[src/rtl/vga_arb_pkg.sv]
// rtl/vga_arb_pkg.sv - shared widths, screen bounds and arbiter state type
package vga_arb_pkg;

  localparam int XW       = 8;
  localparam int YW       = 7;
  localparam int CW       = 3;
  localparam int SCREEN_W = 160;
  localparam int SCREEN_H = 120;

  typedef enum logic [1:0] {
    IDLE,
    RUN,
    DRAIN
  } arb_state_t;

endpackage

[src/rtl/vga_plot_arbiter_rr_pick.sv]
// rtl/vga_plot_arbiter_rr_pick.sv - combinational round-robin winner select
module rr_pick #(
  parameter int NREQ = 3,
  parameter int LW   = 2
) (
  input  logic [NREQ-1:0] req,
  input  logic [LW-1:0]   last,
  output logic [NREQ-1:0] winner,
  output logic            valid
);

  // Distance of client i from the slot just after the last winner.
  function automatic int rr_dist(input int i, input logic [LW-1:0] l);
    return (i + NREQ - 1 - int'(l)) % NREQ;
  endfunction

  int best;
  int sel;

  // Requesting client closest to last+1 (wrapping) wins.
  always_comb begin
    best   = NREQ;
    sel    = 0;
    winner = '0;
    valid  = |req;
    for (int i = 0; i < NREQ; i++) begin
      if (req[i] && (rr_dist(i, last) < best)) begin
        best = rr_dist(i, last);
        sel  = i;
      end
    end
    for (int i = 0; i < NREQ; i++) begin
      winner[i] = valid && (sel == i);
    end
  end

endmodule

[src/rtl/vga_plot_arbiter.sv]
// rtl/vga_plot_arbiter.sv - round-robin owner of the VGA adapter pixel-write port
module vga_plot_arbiter
  import vga_arb_pkg::*;
#(
  parameter int NREQ = 3
) (
  input  logic              clk,
  input  logic              rst_n,
  input  logic [NREQ-1:0]   req,
  output logic [NREQ-1:0]   ack,
  output logic [NREQ-1:0]   start_o,
  input  logic [NREQ-1:0]   done_i,
  input  logic [NREQ*XW-1:0] eng_x,
  input  logic [NREQ*YW-1:0] eng_y,
  input  logic [NREQ*CW-1:0] eng_colour,
  input  logic [NREQ-1:0]   eng_plot,
  output logic [XW-1:0]     vga_x,
  output logic [YW-1:0]     vga_y,
  output logic [CW-1:0]     vga_colour,
  output logic              vga_plot,
  output logic [NREQ-1:0]   grant,
  output logic              busy
);

  localparam int LW = (NREQ > 1) ? $clog2(NREQ) : 1;

  arb_state_t      state, state_d;
  logic [LW-1:0]   last, last_d;
  logic [LW-1:0]   own, own_d;
  logic [LW-1:0]   pick_idx;
  logic [NREQ-1:0] grant_d, start_d, ack_d;
  logic [NREQ-1:0] pick;
  logic            pick_valid;

  logic [XW-1:0]   own_x;
  logic [YW-1:0]   own_y;
  logic [CW-1:0]   own_colour;
  logic            own_plot;
  logic            own_done;

  rr_pick #(
    .NREQ(NREQ),
    .LW  (LW)
  ) u_rr_pick (
    .req   (req),
    .last  (last),
    .winner(pick),
    .valid (pick_valid)
  );

  // Encode the one-hot winner to an index for the owner register.
  always_comb begin
    pick_idx = '0;
    for (int i = 0; i < NREQ; i++) begin
      if (pick[i]) pick_idx = LW'(i);
    end
  end

  // Select the owning engine's pixel stream and done level.
  always_comb begin
    own_x      = '0;
    own_y      = '0;
    own_colour = '0;
    own_plot   = 1'b0;
    own_done   = 1'b0;
    for (int i = 0; i < NREQ; i++) begin
      if (LW'(i) == own) begin
        own_x      = eng_x[i*XW +: XW];
        own_y      = eng_y[i*YW +: YW];
        own_colour = eng_colour[i*CW +: CW];
        own_plot   = eng_plot[i];
        own_done   = done_i[i];
      end
    end
  end

  // Next state and next output values; the ack cycle itself is the turnaround IDLE cycle.
  always_comb begin
    state_d = state;
    last_d  = last;
    own_d   = own;
    grant_d = grant;
    start_d = start_o;
    ack_d   = '0;
    case (state)
      IDLE: begin
        if (pick_valid && (ack == '0)) begin
          grant_d = pick;
          start_d = pick;
          own_d   = pick_idx;
          state_d = RUN;
        end
      end
      RUN: begin
        if (own_done) begin
          start_d = '0;
          state_d = DRAIN;
        end
      end
      DRAIN: begin
        if (!own_done) begin
          ack_d   = grant;
          grant_d = '0;
          last_d  = own;
          state_d = IDLE;
        end
      end
      default: begin
        grant_d = '0;
        start_d = '0;
        state_d = IDLE;
      end
    endcase
  end

  // State and handshake registers; last starts at NREQ-1 so client 0 wins first.
  always_ff @(posedge clk or negedge rst_n) begin
    if (!rst_n) begin
      state   <= IDLE;
      last    <= LW'(NREQ - 1);
      own     <= '0;
      grant   <= '0;
      start_o <= '0;
      ack     <= '0;
    end else begin
      state   <= state_d;
      last    <= last_d;
      own     <= own_d;
      grant   <= grant_d;
      start_o <= start_d;
      ack     <= ack_d;
    end
  end

  // Registered pixel path: coordinates follow the owner, plot only in RUN and on-screen.
  always_ff @(posedge clk or negedge rst_n) begin
    if (!rst_n) begin
      vga_x      <= '0;
      vga_y      <= '0;
      vga_colour <= '0;
      vga_plot   <= 1'b0;
    end else begin
      if (grant != '0) begin
        vga_x      <= own_x;
        vga_y      <= own_y;
        vga_colour <= own_colour;
      end
      vga_plot <= (state == RUN) && own_plot &&
                  (own_x < XW'(SCREEN_W)) && (own_y < YW'(SCREEN_H));
    end
  end

  assign busy = (state != IDLE);

endmodule
[config.mk]
export PLATFORM = sky130hd
export DESIGN_NAME = vga_plot_arbiter
export DESIGN_NICKNAME = d
export VERILOG_FILES = /design/src/rtl/vga_arb_pkg.sv /design/src/rtl/vga_plot_arbiter_rr_pick.sv /design/src/rtl/vga_plot_arbiter.sv
export SDC_FILE = /design/constraint.sdc
export NUM_CORES = 1
export LEC_CHECK = 0
export CAP_MARGIN = 20
export CORE_ASPECT_RATIO = 1.25
export CORE_MARGIN = 2
export CORE_UTILIZATION = 40
export CTS_BUF_LIST = sky130_fd_sc_hd__clkbuf_8
export CTS_CLUSTER_SIZE = 40
export DETAILED_ROUTE_END_ITERATION = 12
export GPL_TIMING_DRIVEN = 0
export PLACE_DENSITY = 0.7
export SLEW_MARGIN = 20
export SYNTH_ARGS = -nofsm -noshare
export SYNTH_HDL_FRONTEND = slang
export SYNTH_HIERARCHICAL = 1
export SYNTH_SLANG_ARGS = --single-unit
[constraint.sdc]
create_clock -name clk -period 7.8 [get_ports clk]
set_input_delay 0.78 -clock clk [delete_from_list [all_inputs] [get_ports clk]]
set_output_delay 0.78 -clock clk [all_outputs]
set_load 0.05 [all_outputs]
Word level (Yosys, flattened, before mapping)
Index checks and enable logic that the tools add are counted.
- bits in registers: 34
- output and inout bits: 29
- input bits: 65
- bitwise operators: 3
- equality and inequality tests: 9
- div/mod/pow operators: 3
- add/subtract/negate cells: 3
- order comparisons: 5
- reductions and logical operators: 22
- muxes and demuxes: 32
- operators by type and width (operator ; number):
    remainder unit 32 x 3 -> 32 bit (second input constant) ; 3
    < comparator 32 bit ; 2
    two-way mux 32 bit ; 2
    logical NOT 32 bit ; 1
    < comparator 32 x 3 -> 1 bit (second input constant) ; 1
    two-way mux 3 bit ; 8
    two-way mux 8 bit ; 3
    two-way mux 7 bit ; 3
    case mux 3 bit (3 select lines) ; 2
    logical AND 1 bit ; 10
    two-way mux 2 bit ; 5
    AND reduction 3 bit ; 3
    < comparator 8 bit (second input constant) ; 1
    two-way mux 1 bit ; 8
    < comparator 7 bit (second input constant) ; 1
    != test 2 bit (second input constant) ; 3
    case mux 2 bit (3 select lines) ; 1
    subtractor 2 x 2 -> 3 bit (first input constant) ; 2
    == test 2 x 1 -> 1 bit (second input constant) ; 2
    == test 2 bit (second input constant) ; 2
    logical NOT 2 bit ; 2
    AND reduction 2 bit ; 2
    subtractor 3 x 2 -> 4 bit (first input constant) ; 1
    logical NOT 3 bit ; 1
    other kinds (6) ; 8

Depth between registers and ports, before layout
- depth after elaboration: 15
- mapped depth: 41
- gate-level depth less buffers: 36

By module
Netlist, hierarchy kept.
- modules (own cells, without submodules) (module ; times used ; seq. area each (sq um) ; cells an instance ; area each (sq um)):
    rr_pick ; 1 ; 0.0 ; 275 ; 1951.9
    vga_plot_arbiter ; 1 ; 852.1 ; 184 ; 1767.9

Worst setup path after synthesis
OpenSTA, ideal clock, no wires.
- kind: flip-flop to flip-flop
- start point: register last[0]
- end point: register start_o[0]
- library setup time: 0.121 ns
- data arrival time: 7.687 ns
- setup slack: -0.008 ns
- cell stages (with the launch flop): 40
- clock period less this slack: 7.808 ns
- cells stage by stage: dfrtp_1 -> inv_1 -> ha_1 -> buf_2 -> buf_2 -> nand2_1 -> clkinv_1 -> ha_1 -> buf_2 -> a21boi_1 -> o211ai_1 -> a211oi_4 -> or3_4 -> mux2_4 -> a311oi_2 -> o221ai_1 -> nand2_1 -> a21o_1 -> (+4 left out) -> o311a_1 -> a211oi_2 -> o31ai_2 -> mux2i_1 -> ha_1 -> a211o_1 -> a21oi_1 -> nor2b_1 -> o21ai_0 -> nand3b_1 -> a311oi_1 -> o21ai_0 -> o41ai_1 -> o31ai_2 -> and3_1 -> nand2_1 -> o22ai_1 -> a22o_1
- longest elaborated chain between the ends: 15
- elaborated cells on any way between the ends: 20
- ends and longest elaborated chain (what ; line ; RTL):
    from (decl) ; vga_plot_arbiter.sv:28 ; logic [LW-1:0] last, last_d;
    from (signal assigned) ; vga_plot_arbiter.sv:120 ; last <= LW'(NREQ - 1);
    from (signal assigned) ; vga_plot_arbiter.sv:127 ; last <= last_d;
    subtractor 2 x 2 -> 3 bit ; vga_plot_arbiter_rr_pick.sv:14 ; return (i + NREQ - 1 - int'(l)) % NREQ;
    remainder unit 32 x 3 -> 32 bit ; vga_plot_arbiter_rr_pick.sv:14 ;
    < comparator 32 x 3 -> 1 bit ; vga_plot_arbiter_rr_pick.sv:27 ; if (req[i] && (rr_dist(i, last) < best)) begin
    logical AND 1 bit ; vga_plot_arbiter_rr_pick.sv:27 ;
    two-way mux 32 bit ; vga_plot_arbiter_rr_pick.sv:27 ;
    < comparator 32 bit ; vga_plot_arbiter_rr_pick.sv:27 ;
    logical AND 1 bit ; vga_plot_arbiter_rr_pick.sv:27 ;
    two-way mux 32 bit ; vga_plot_arbiter_rr_pick.sv:27 ;
    < comparator 32 bit ; vga_plot_arbiter_rr_pick.sv:27 ;
    logical AND 1 bit ; vga_plot_arbiter_rr_pick.sv:27 ;
    two-way mux 2 bit (*) ; vga_plot_arbiter_rr_pick.sv:27 ;
    logical NOT 32 bit (*) ; vga_plot_arbiter_rr_pick.sv:33 ; winner[i] = valid && (sel == i);
    logical AND 1 bit (*) ; vga_plot_arbiter_rr_pick.sv:33 ;
    via pick[0] ; vga_plot_arbiter.sv:32 ; logic [NREQ-1:0] pick;
    two-way mux 3 bit (*) ; vga_plot_arbiter.sv:87 ; if (pick_valid && (ack == '0)) begin
    case mux 3 bit (3 select lines) (*) ; vga_plot_arbiter.sv:85 ; case (state)
    to (signal assigned) ; vga_plot_arbiter.sv:130 ; start_o <= start_d;
    to (decl) ; vga_plot_arbiter.sv:11 ; output logic [NREQ-1:0] start_o,
The timed path passes the listed nets; every way through them passes the cells marked *. The select of a mux whose other input is x is not followed.
A chain may end at the register's enable or synchronous reset.

Worst setup path after layout
- start point: register last[1]
- end point: register start_o[0]
Same word-level chain as after synthesis.

==> summary.txt <==
Route
  • Drt pass-1 iters: 5
  • Final ANT Viol Nets: 0
  • Routed Wire Length: 12,520 µm
  • Routed via count: 4,243
  • DR vias/cell: 5.804
  • Drt wl/cell: 17.13 µm
  • DRC viols: 0
  • Iter 0 DRT Violations: 335

GRT
  • First-pass GRT wire length: 19,240 µm
  • Initial antenna violation count: 0
  • Vias in the first global route: 4,213
  • Congestion Overflow GR: 0
  • Global Route Usage Sum: 22.77%
  • Pin count of the biggest net entering global routing: 28

Final layout
  • Non-filler cells, final: 731
  • Layout cells sized above 1: 25.66%
  • ANT cells: 0
  • Commonest non-fill, non-tap cells in the layout: 92 x clkdlybuf4s50_1, 52 x nor2_1, 49 x buf_4
  • Fillers: 791
  • Commonest non-fill, non-tap cell in the layout: clkdlybuf4s50_1
  • P&R area growth vs syn: 54.56%
  • Final net count: 690

Clocking
  • Clock-pin transition on the worst setup and hold timing paths: 0.07 ns
  • Total CTS buffers: 5
  • Clock sinks: 34
  • CTS tree: yes
  • Cts hold-fix bufs: 0
  • Max H-tree Level: 2
  • Clock Latency Late Sink: 0.29 ns
  • Clock root cell: clkbuf_8
  • Clock Tree Buf Depth: 2

STA
  • Fmax: 129.1 MHz
  • Final hold violation count: 0
  • Tightest Pin Transition: 0.7590 ns
  • RSZ-0062 raised after global routing: true
  • Clk_skew: 0.006298 ns
  • Slew Viols, Final: 0
  • Hold_ws: 0.3331 ns
  • Fin crit share: 99.32%
  • Setup violators final: 0
  • Final min period: 7.747 ns
  • Slew HR: 49.27%

Yosys
  • Top cell type's share of synthesized area: 22.20%
  • Area leader, netlist: dfrtp_1
  • Top cells by area, synth: dfrtp_1 22%, a21oi_1 6.3%, mux2i_1 6.2%
  • Net Count, Synth: 542
  • Ys async rst share: 100.0%
  • Top FF cell, synth: dfrtp_1
  • Avg Cell Area, Syn: 8.104 µm²
  • Syn Inst Count: 459
  • Yosys warns: 6
  • EDFF count, synth: 0
  • Unique masters post-synth: 88
  • Syn Std Cell Area: 3720 µm²
  • Register bit count reported by yosys: 34
  • Sequential fraction of the synthesis area: 22.91%

Setup path
  • Crit. End Element: flop
  • Max incr delay on CP: 0.60 ns
  • CP Data Arrival Time: 7.92 ns
  • Worst path top cell family by delay: compound AO/OA/AOI/OAI gates
  • Bufs and invs on worst path: 4
  • Crit path kind: flop to flop
  • Critical path startpoint category: flop
  • R2R Setup Slk: 0.05 ns
  • Crit path max fanout: 8
  • CP max stage cell: dfstp_2
  • CP Data Required Time: 7.98 ns

Floorplan
  • # rows: 39
  • Die span in x: 90.26 µm
  • I/O pin cnt: 94
  • Core area: 9076 µm²
  • Die Footprint: 10,090 µm²
  • Die Y: 111.8 µm
  • Initial Util: 40.98%

Place
  • Routability cong.: 0.8787
  • Inst Count DP: 676
  • I/O Buffers: 93
  • HPWL after DPL: 8936 µm

Power and ir drop
  • PwrDens: 440.8 nW/µm²
  • Leakage: 2.315 nW
  • Worst vdd ir: 0.3249 mV

Status
  • Outcome: finished, final reports clean

Hold path
  • Hold Crit Class: input port to async pin

Flow run
  • Max Cap Viol: 0
==> cells in the mapped netlist (5+ instances only) <==
library cell   n
a211oi_1       5
a21o_1         6
a21oi_1       47
a2bb2oi_1      8
and2_1         9
and3_1         5
buf_2         11
clkbuf_1       8
dfrtp_1       33
ha_1          18
inv_1         13
mux2i_1       23
nand2_1       35
nand2b_1       7
nand3_1        9
nor2_1        53
nor2b_1       10
nor3_1         7
nor4_1         6
o21a_1         6
o21ai_0       14
o31ai_1        5
or3_1          6
==> state kept, by name, indices dropped and copies added, names as in the netlist <==
| register | cells |
|---|---|
| ack | 3 |
| vga_x | 8 |
| vga_colour | 3 |
| state | 2 |
| start_o | 3 |
| vga_plot | 1 |
| vga_y | 7 |
| last | 2 |
| own | 2 |
| grant | 3 |
==> per-layer routing <==
| layer | up-vias | GRT usage [%] | part of all wire [%] |
|---|---|---|---|
| met5 | - | 0 | 0 |
| met4 | 0 | 8.615 | 2.6 |
| met3 | 32 | 4.127 | 5.9 |
| met2 | 201 | 44.46 | 54 |
| met1 | 1993 | 23.92 | 37 |
| li1 | 2017 | - | - |
==> power breakdown <==
group / switching (W) / internal [W] / leakage [nW] / total [W]
registers: 0.0000576 / 0.000256 / 0.412 / 0.000314
clock network: 0.0000644 / 0.0000699 / 0.0524 / 0.000134
logic: 0.00117 / 0.000913 / 1.85 / 0.00209
==> final timing paths <==
path / start / to / depth (start not counted)
max: last[1]$_DFFE_PN1P_ / start_o[0]$_DFFE_PN0P_ / 38
min: rst_n / grant[2]$_DFFE_PN0P_ / 1
max reg2reg: last[1]$_DFFE_PN1P_ / start_o[0]$_DFFE_PN0P_ / 38
min reg2reg: vga_y[6]$_DFFE_PN0P_ / vga_y[6]$_DFFE_PN0P_ / 2
max in group asynchronous: rst_n / last[1]$_DFFE_PN1P_ / 2
min in group clk: vga_y[6]$_DFFE_PN0P_ / vga_y[6]$_DFFE_PN0P_ / 2
==> area by class of cell <==
| type | instances | area (µm²) | area share (%) |
|---|---|---|---|
| plain buffers | 31 | 225.2 | 3.917 |
| well taps | 123 | 153.9 | 2.677 |
| repair buffers | 141 | 1306 | 22.72 |
| multi-input cells | 379 | 3050 | 53.06 |
| clock buffers | 6 | 82.58 | 1.436 |
| clock inverters | 2 | 8.758 | 0.1523 |
| inverters | 15 | 68.82 | 1.197 |
| flip-flops and latches | 34 | 853.3 | 14.84 |
==> cells by family after synthesis <==
family	after synthesis	synth area share [%]
AND/OR/NAND/NOR	163	21.93
XOR/XNOR	4	0.9420
AO/OA/AOI/OAI	165	33.54
flip-flops	34	22.91
buffers and inverters	46	6.222
adder cells (fa/ha/maj)	18	6.055
multiplexers	29	8.409
==> what timing repair did <==
action / 4_1_cts / 5_1_grt
gates resized for setup: 43 / 52
setup buffers: 13 / 34
pin swaps: 12 / 41
endpoints found under the setup margin: 8 / 8
gates cloned: 0 / 0
==> stage by stage <==
stage | utilization (%) | total power (W) | cell area, µm² | TNS, ns | setup WS, ns
finish | 63.34 | 0.002534 | 5749 | 0 | 0.05288
floorplan | - | 0.001487 | 3721 | 0 | 0.07761
detailed placement | 53.12 | 0.001890 | 4821 | -8.166 | -1.123
global placement | 52.95 | 0.001862 | 4806 | -6.812 | -0.9454
CTS | 57.66 | 0.002151 | 5234 | 0 | 0.04751
global route | 63.34 | 0.002708 | 5749 | -1.508 | -0.2805
(Power assumes the default switching activity.)
